`config.mk`:
```
export PLATFORM = sky130hd
export DESIGN_NAME = relu_argmax_classifier
export DESIGN_NICKNAME = d
export VERILOG_FILES = /design/src/rtl/relu_argmax_classifier.sv
export SDC_FILE = /design/constraint.sdc
export NUM_CORES = 1
export LEC_CHECK = 0
export CORE_AREA = 2 2 112 114
export CTS_CLUSTER_SIZE = 40
export DETAILED_ROUTE_END_ITERATION = 10
export DIE_AREA = 0 0 114 116
export PLACE_DENSITY = 0.88
export SLEW_MARGIN = 20
export SYNTH_ARGS = -nofsm -noshare
export SYNTH_HDL_FRONTEND = slang
export SYNTH_SLANG_ARGS = --single-unit
```
`constraint.sdc`:
```
create_clock -name clk -period 4.95 [get_ports clk]
set_input_delay 0.495 -clock clk [delete_from_list [all_inputs] [get_ports clk]]
set_output_delay 0.495 -clock clk [all_outputs]
set_load 0.02 [all_outputs]
```
`src/rtl/relu_argmax_classifier.sv`:
```
// Sequential argmax over NUM_IN ReLU node outputs. The block captures one vector,
// scans one word per cycle, and pulses out_valid with the winning index and value.
module relu_argmax_classifier #(
  parameter int NUM_IN = 5,
  parameter int DW     = 16,
  parameter int IDX_W  = 3
) (
  input  logic                 clk,
  input  logic                 reset,
  input  logic [NUM_IN*DW-1:0] in_data,
  input  logic                 in_valid,
  output logic                 in_ready,
  output logic [IDX_W-1:0]     out_idx,
  output logic [DW-1:0]        out_max,
  output logic                 out_valid,
  output logic                 busy
);

  typedef enum logic [1:0] {IDLE, SCAN, DONE} state_t;

  state_t           r_state;
  state_t           w_state_next;
  logic [DW-1:0]    r_buf [NUM_IN];
  logic [IDX_W-1:0] r_ptr;
  logic [DW-1:0]    r_best_val;
  logic [IDX_W-1:0] r_best_idx;
  logic [IDX_W-1:0] r_out_idx;
  logic [DW-1:0]    r_out_max;
  logic             r_out_valid;
  logic             r_busy;

  logic             w_accept;
  logic             w_last;
  logic [DW-1:0]    w_cand;
  logic             w_take;
  logic [DW-1:0]    w_new_val;
  logic [IDX_W-1:0] w_new_idx;

  // Negative words are treated as zero, matching the upstream ReLU.
  function automatic logic [DW-1:0] sanitize(input logic [DW-1:0] word);
    return word[DW-1] ? '0 : word;
  endfunction

  assign in_ready  = (r_state == IDLE) & ~reset;
  assign w_accept  = in_valid & in_ready;
  assign w_last    = (r_ptr == IDX_W'(NUM_IN - 1));
  assign w_cand    = sanitize(r_buf[r_ptr]);
  // Strictly-greater keeps the lowest index on ties.
  assign w_take    = (w_cand > r_best_val);
  assign w_new_val = w_take ? w_cand : r_best_val;
  assign w_new_idx = w_take ? r_ptr : r_best_idx;

  assign out_idx   = r_out_idx;
  assign out_max   = r_out_max;
  assign out_valid = r_out_valid;
  assign busy      = r_busy;

  // NOTE: sequential state uses non-blocking (<=) so every register samples pre-edge values.
  always_ff @(posedge clk or posedge reset) begin
    if (reset) r_state <= IDLE;
    else       r_state <= w_state_next;
  end

  // NOTE: assign the default first so no path leaves w_state_next unassigned (avoids a latch).
  always_comb begin
    w_state_next = r_state;
    case (r_state)
      IDLE:    if (w_accept) w_state_next = SCAN;
      SCAN:    if (w_last)   w_state_next = DONE;
      DONE:    w_state_next = IDLE;
      default: w_state_next = IDLE;
    endcase
  end

  // NOTE: the capture buffer is reset too, so an aborted vector leaves nothing behind.
  always_ff @(posedge clk or posedge reset) begin
    if (reset) begin
      for (int k = 0; k < NUM_IN; k++) r_buf[k] <= '0;
      r_ptr       <= '0;
      r_best_val  <= '0;
      r_best_idx  <= '0;
      r_out_idx   <= '0;
      r_out_max   <= '0;
      r_out_valid <= 1'b0;
      r_busy      <= 1'b0;
    end else begin
      r_out_valid <= (r_state == SCAN) && w_last;
      r_busy      <= (w_state_next != IDLE);
      case (r_state)
        IDLE: begin
          if (w_accept) begin
            for (int k = 0; k < NUM_IN; k++) r_buf[k] <= in_data[k*DW +: DW];
            r_best_val <= sanitize(in_data[DW-1:0]);
            r_best_idx <= '0;
            r_ptr      <= IDX_W'(1);
          end
        end
        SCAN: begin
          r_best_val <= w_new_val;
          r_best_idx <= w_new_idx;
          r_ptr      <= r_ptr + 1'b1;
          if (w_last) begin
            r_out_idx <= w_new_idx;
            r_out_max <= w_new_val;
          end
        end
        default: ;
      endcase
    end
  end

endmodule

```
==> reports/summary.log <==
[clocking] clock latency at the later pin of the worst-skew pair 410 ps
[yosys] most instantiated flip-flop cell in the synthesis netlist sky130_fd_sc_hd__dfrtp_1
[routing] DRT Pass-1 Iters 5
[final_layout] share of layout cells above drive strength 1 10.9%
[yosys] EDFF count, synth 0
[floorplan] area of the core 0.0119 sq mm
[final_layout] final non-filler cell total 955
[floorplan] Die Span Y 116 um
[power_and_ir_drop] reported leakage power 3.88 nW
[setup_path] arrival time reported for the critical path endpoint 4310 ps
[timing] RSZ-0062 raised after global routing no
[yosys] warning count from the yosys run 0
[routing] post-route DRC violation count 0
[timing] aggregate negative setup slack 0 ps
[yosys] Synth cell types 48
[yosys] cell area after synthesis 0.00631 sq mm
[job] max_cap viols 0
[setup_path] peak per-stage delay on the critical path 700 ps
[yosys] share of flip-flops with an asynchronous set or reset 100%
[setup_path] worst-path cell with the longest stage delay sky130_fd_sc_hd__o31ai_4
[setup_path] buffers plus inverters on the worst setup path 3
[setup_path] worst-path cell chain buf_4, nor3_1, buf_4, a221o_1, o22a_1, ha_1, nand4_1, inv_1, nand4_4, o211a_4, o31ai_4, o221a_2
[clocking] clock slew seen by the registers of the worst setup and hold paths 60 ps
[timing] final count of hold timing violations 0
[floorplan] Horiz. Die Dim 114 um
[routing] Avg WL per Cell 17.2 um
[routing] initial drt markers 437
[setup_path] required time reported for the critical path endpoint 5300 ps
[hold_path] class of the worst hold path reg -> reg
[grt] number of global-route vias before repair 5352
[setup_path] crit start category flop
[routing] total detailed-routing wirelength 16400 um
[routing] Routed Antenna Nets 0
[yosys] post-synth top area share 49.5%
[setup_path] Most Frequent Cell on Critical Path sky130_fd_sc_hd__buf_4
[power_and_ir_drop] power after layout 5.71 mW
[routing] via total after detailed routing 5426
[floorplan] I/O pins 105
[clocking] cells resized by post-CTS repair 0
[grt] total congestion overflow 0
[timing] minimum clock period 3960 ps
[timing] final worst-path setup slack 986 ps
[timing] maximum achievable frequency 252 MHz
[grt] maximum number of pins on one net before global-route repair 54
[timing] number of max-slew violations in the final report 0
[placed_design] worst slack after detailed placement 1090 ps
[clocking] clock tree root buffer cell sky130_fd_sc_hd__clkbuf_16
[final_layout] n_diodes 0
[setup_path] critical-path maximum fanout 23
[clocking] number of H-tree levels 4
[placed_design] Cells after DPL 923
[clocking] number of setup buffers added after CTS 0
[power_and_ir_drop] Max VDD drop 0.295 mV
[clocking] clock net sink count 125
[floorplan] starting density of the core 53.0%
[final_layout] Post-Layout Inst Area 0.00801 sq mm
[yosys] leading area contributor after synthesis sky130_fd_sc_hd__dfrtp_1
[clocking] largest buffer count on any clock path 2
[yosys] gate count after technology mapping 707
[yosys] most area-consuming cells after synthesis sky130_fd_sc_hd__dfrtp_1 (50%), sky130_fd_sc_hd__nand2_1 (14%), sky130_fd_sc_hd__o21ai_0 (4.0%)
[placed_design] weighted congestion reported at the end of routability-driven placement 0.927
[timing] setup violators final 0
[yosys] synthesized area per cell 8.93 sq um
[yosys] nets in the synthesized netlist 807
[timing] Clock Skew 8.52 ps
[floorplan] die footprint 0.0132 sq mm
[yosys] post-synthesis register bit count 125
[grt] initial antenna violation count 0
[setup_path] crit path capture type flop
[timing] tightest slew margin relative to the limit 34.3%
[placed_design] HPWL reported at the end of detailed placement 11700 um
[placed_design] port bufs 104
[final_layout] final core utilization 67.2%
[clocking] Num CTS Buffers 17
[timing] post-route clock period utilization 80.1%
[clocking] post-cts hold buffer count 0
[final_layout] Area Overhead vs Synth 26.8%
[routing] vias per inst 5.68
[run_status] run status complete, no violations
[grt] first-pass GRT wire length 27000 um
[final_layout] number of filler instances in the final layout 913
[power_and_ir_drop] power density cells 713 mW/mm^2
[final_layout] final net count 895
[grt] GRT Overall Usage 26.5%
[setup_path] kind of cell adding the most delay to the critical path compound AO/OA/AOI/OAI gates
[yosys] proportion of synthesized chip area in sequential cells 49.5%
[placed_design] total cell area at the placement stage 0.00741 sq mm
[clocking] TritonCTS clock tree done
[final_layout] register cell area after layout 0.00313 sq mm
[final_layout] area of the multi-input gates 0.00282 sq mm
[timing] smallest hold slack 472 ps
[floorplan] Site Rows 40
[timing] Least-Margin Pin Slew 982 ps
[setup_path] worst setup path category reg -> reg
## synth_stat cells (all sizes together), types with 2 or more instances
master and n:
nand2 241, dfrtp 125, o21ai 52, inv 40
clkbuf 29, nor2 21, nand3 18, nor3 18
buf 17, ha 17, o221a 17, mux2 16
a31oi 15, and3 15, o22a 15, a221o 14
a21oi 9, nand4 5, and2 3, o22ai 3
o31ai 2
## power by group
group	leakage [nW]	switching, mW	internal, mW
Clock	0.288	0.446	0.797
Sequential	1.53	0.364	1.54
Combinational	2.06	1.46	1.11
Total	3.88	2.27	3.44
## cell type report
class                   instances  share of cell area (%)
flip-flops and latches        125                    39.1
multi-input cells             495                    35.3
repair buffers                115                    14.0
clock buffers                  19                    5.53
well taps                     147                    2.30
inverters                      41                    1.95
clock inverters                13                    1.84
## layer usage
| metal | part of all wire, % | global-route usage (%) | vias to the layer above |
|---|---|---|---|
| met3 | 6.8 | 5.49 | 48 |
| met2 | 45 | 40.6 | 220 |
| li1 | - | - | 2592 |
| met5 | 0 | 0 | - |
| met4 | 4.0 | 13.4 | 0 |
| met1 | 44 | 36.1 | 2566 |
## path summary, 6_finish.rpt
path | start | to | slack (ps) | depth (start not counted)
max in group asynchronous | reset | r_buf[70] | 3360 | 3
max | r_ptr[2] | r_best_val[11] | 990 | 12
min in group asynchronous | reset | r_buf[1] | 560 | 2
min reg2reg | r_buf[17] | r_buf[17] | 470 | 2
min | r_buf[17] | r_buf[17] | 470 | 2
max reg2reg | r_ptr[2] | r_best_val[11] | 990 | 12
## cell usage in the layout (no fill, tap or decap), types with 2 or more instances in the layout
| cell | synthesis | layout |
|---|---|---|
| sky130_fd_sc_hd__bufinv_16 | 0 | 3 |
| sky130_fd_sc_hd__and2_1 | 3 | 2 |
| sky130_fd_sc_hd__o21ai_1 | 2 | 2 |
| sky130_fd_sc_hd__a221o_1 | 14 | 14 |
| sky130_fd_sc_hd__clkinv_2 | 0 | 7 |
| sky130_fd_sc_hd__ha_1 | 17 | 17 |
| sky130_fd_sc_hd__mux2_2 | 15 | 15 |
| sky130_fd_sc_hd__clkinvlp_4 | 0 | 3 |
| sky130_fd_sc_hd__clkdlybuf4s50_1 | 0 | 104 |
| sky130_fd_sc_hd__a21oi_1 | 9 | 9 |
| sky130_fd_sc_hd__a31oi_1 | 15 | 15 |
| sky130_fd_sc_hd__o21ai_0 | 50 | 50 |
| sky130_fd_sc_hd__o221a_2 | 16 | 16 |
| sky130_fd_sc_hd__buf_4 | 4 | 11 |
| sky130_fd_sc_hd__nor2_1 | 19 | 19 |
| sky130_fd_sc_hd__o22ai_1 | 3 | 3 |
| sky130_fd_sc_hd__o22a_1 | 15 | 15 |
| sky130_fd_sc_hd__dfrtp_1 | 125 | 125 |
| sky130_fd_sc_hd__and3_1 | 15 | 15 |
| sky130_fd_sc_hd__inv_1 | 40 | 39 |
| sky130_fd_sc_hd__nor3_1 | 18 | 18 |
| sky130_fd_sc_hd__nand4_1 | 4 | 4 |
| sky130_fd_sc_hd__nand2_1 | 241 | 240 |
| sky130_fd_sc_hd__clkbuf_16 | 0 | 17 |
| sky130_fd_sc_hd__nand3_1 | 17 | 17 |
## registers in the layout, indices dropped and copies added, names as in the netlist
register	cells
r_best_val	16
r_state	2
out_idx	3
out_valid	1
out_max	16
busy	1
r_ptr	3
r_buf	80
r_best_idx	3
## worst register-to-register path: stages, from the launching register on
cell,delay [ps]
sky130_fd_sc_hd__dfrtp_1,560
sky130_fd_sc_hd__buf_4,310
sky130_fd_sc_hd__nor3_1,110
sky130_fd_sc_hd__buf_4,190
sky130_fd_sc_hd__a221o_1,350
sky130_fd_sc_hd__o22a_1,220
sky130_fd_sc_hd__ha_1,330
sky130_fd_sc_hd__nand4_1,170
sky130_fd_sc_hd__inv_1,150
sky130_fd_sc_hd__nand4_4,130
sky130_fd_sc_hd__o211a_4,320
sky130_fd_sc_hd__o31ai_4,700
sky130_fd_sc_hd__o221a_2,340
## kinds of logic after synthesis
group / count (synthesis) / synth area share [%]
xor gates and xnor gates: 1 / 0.139
DFF: 125 / 49.5
AOI/OAI and AO/OA: 134 / 15.8
buffers and inverters: 87 / 5.81
adders and majority gates: 17 / 3.37
muxes: 17 / 3.27
and+or+nand+nor: 326 / 22.1
Note: power is estimated with default switching activity, not from simulation.
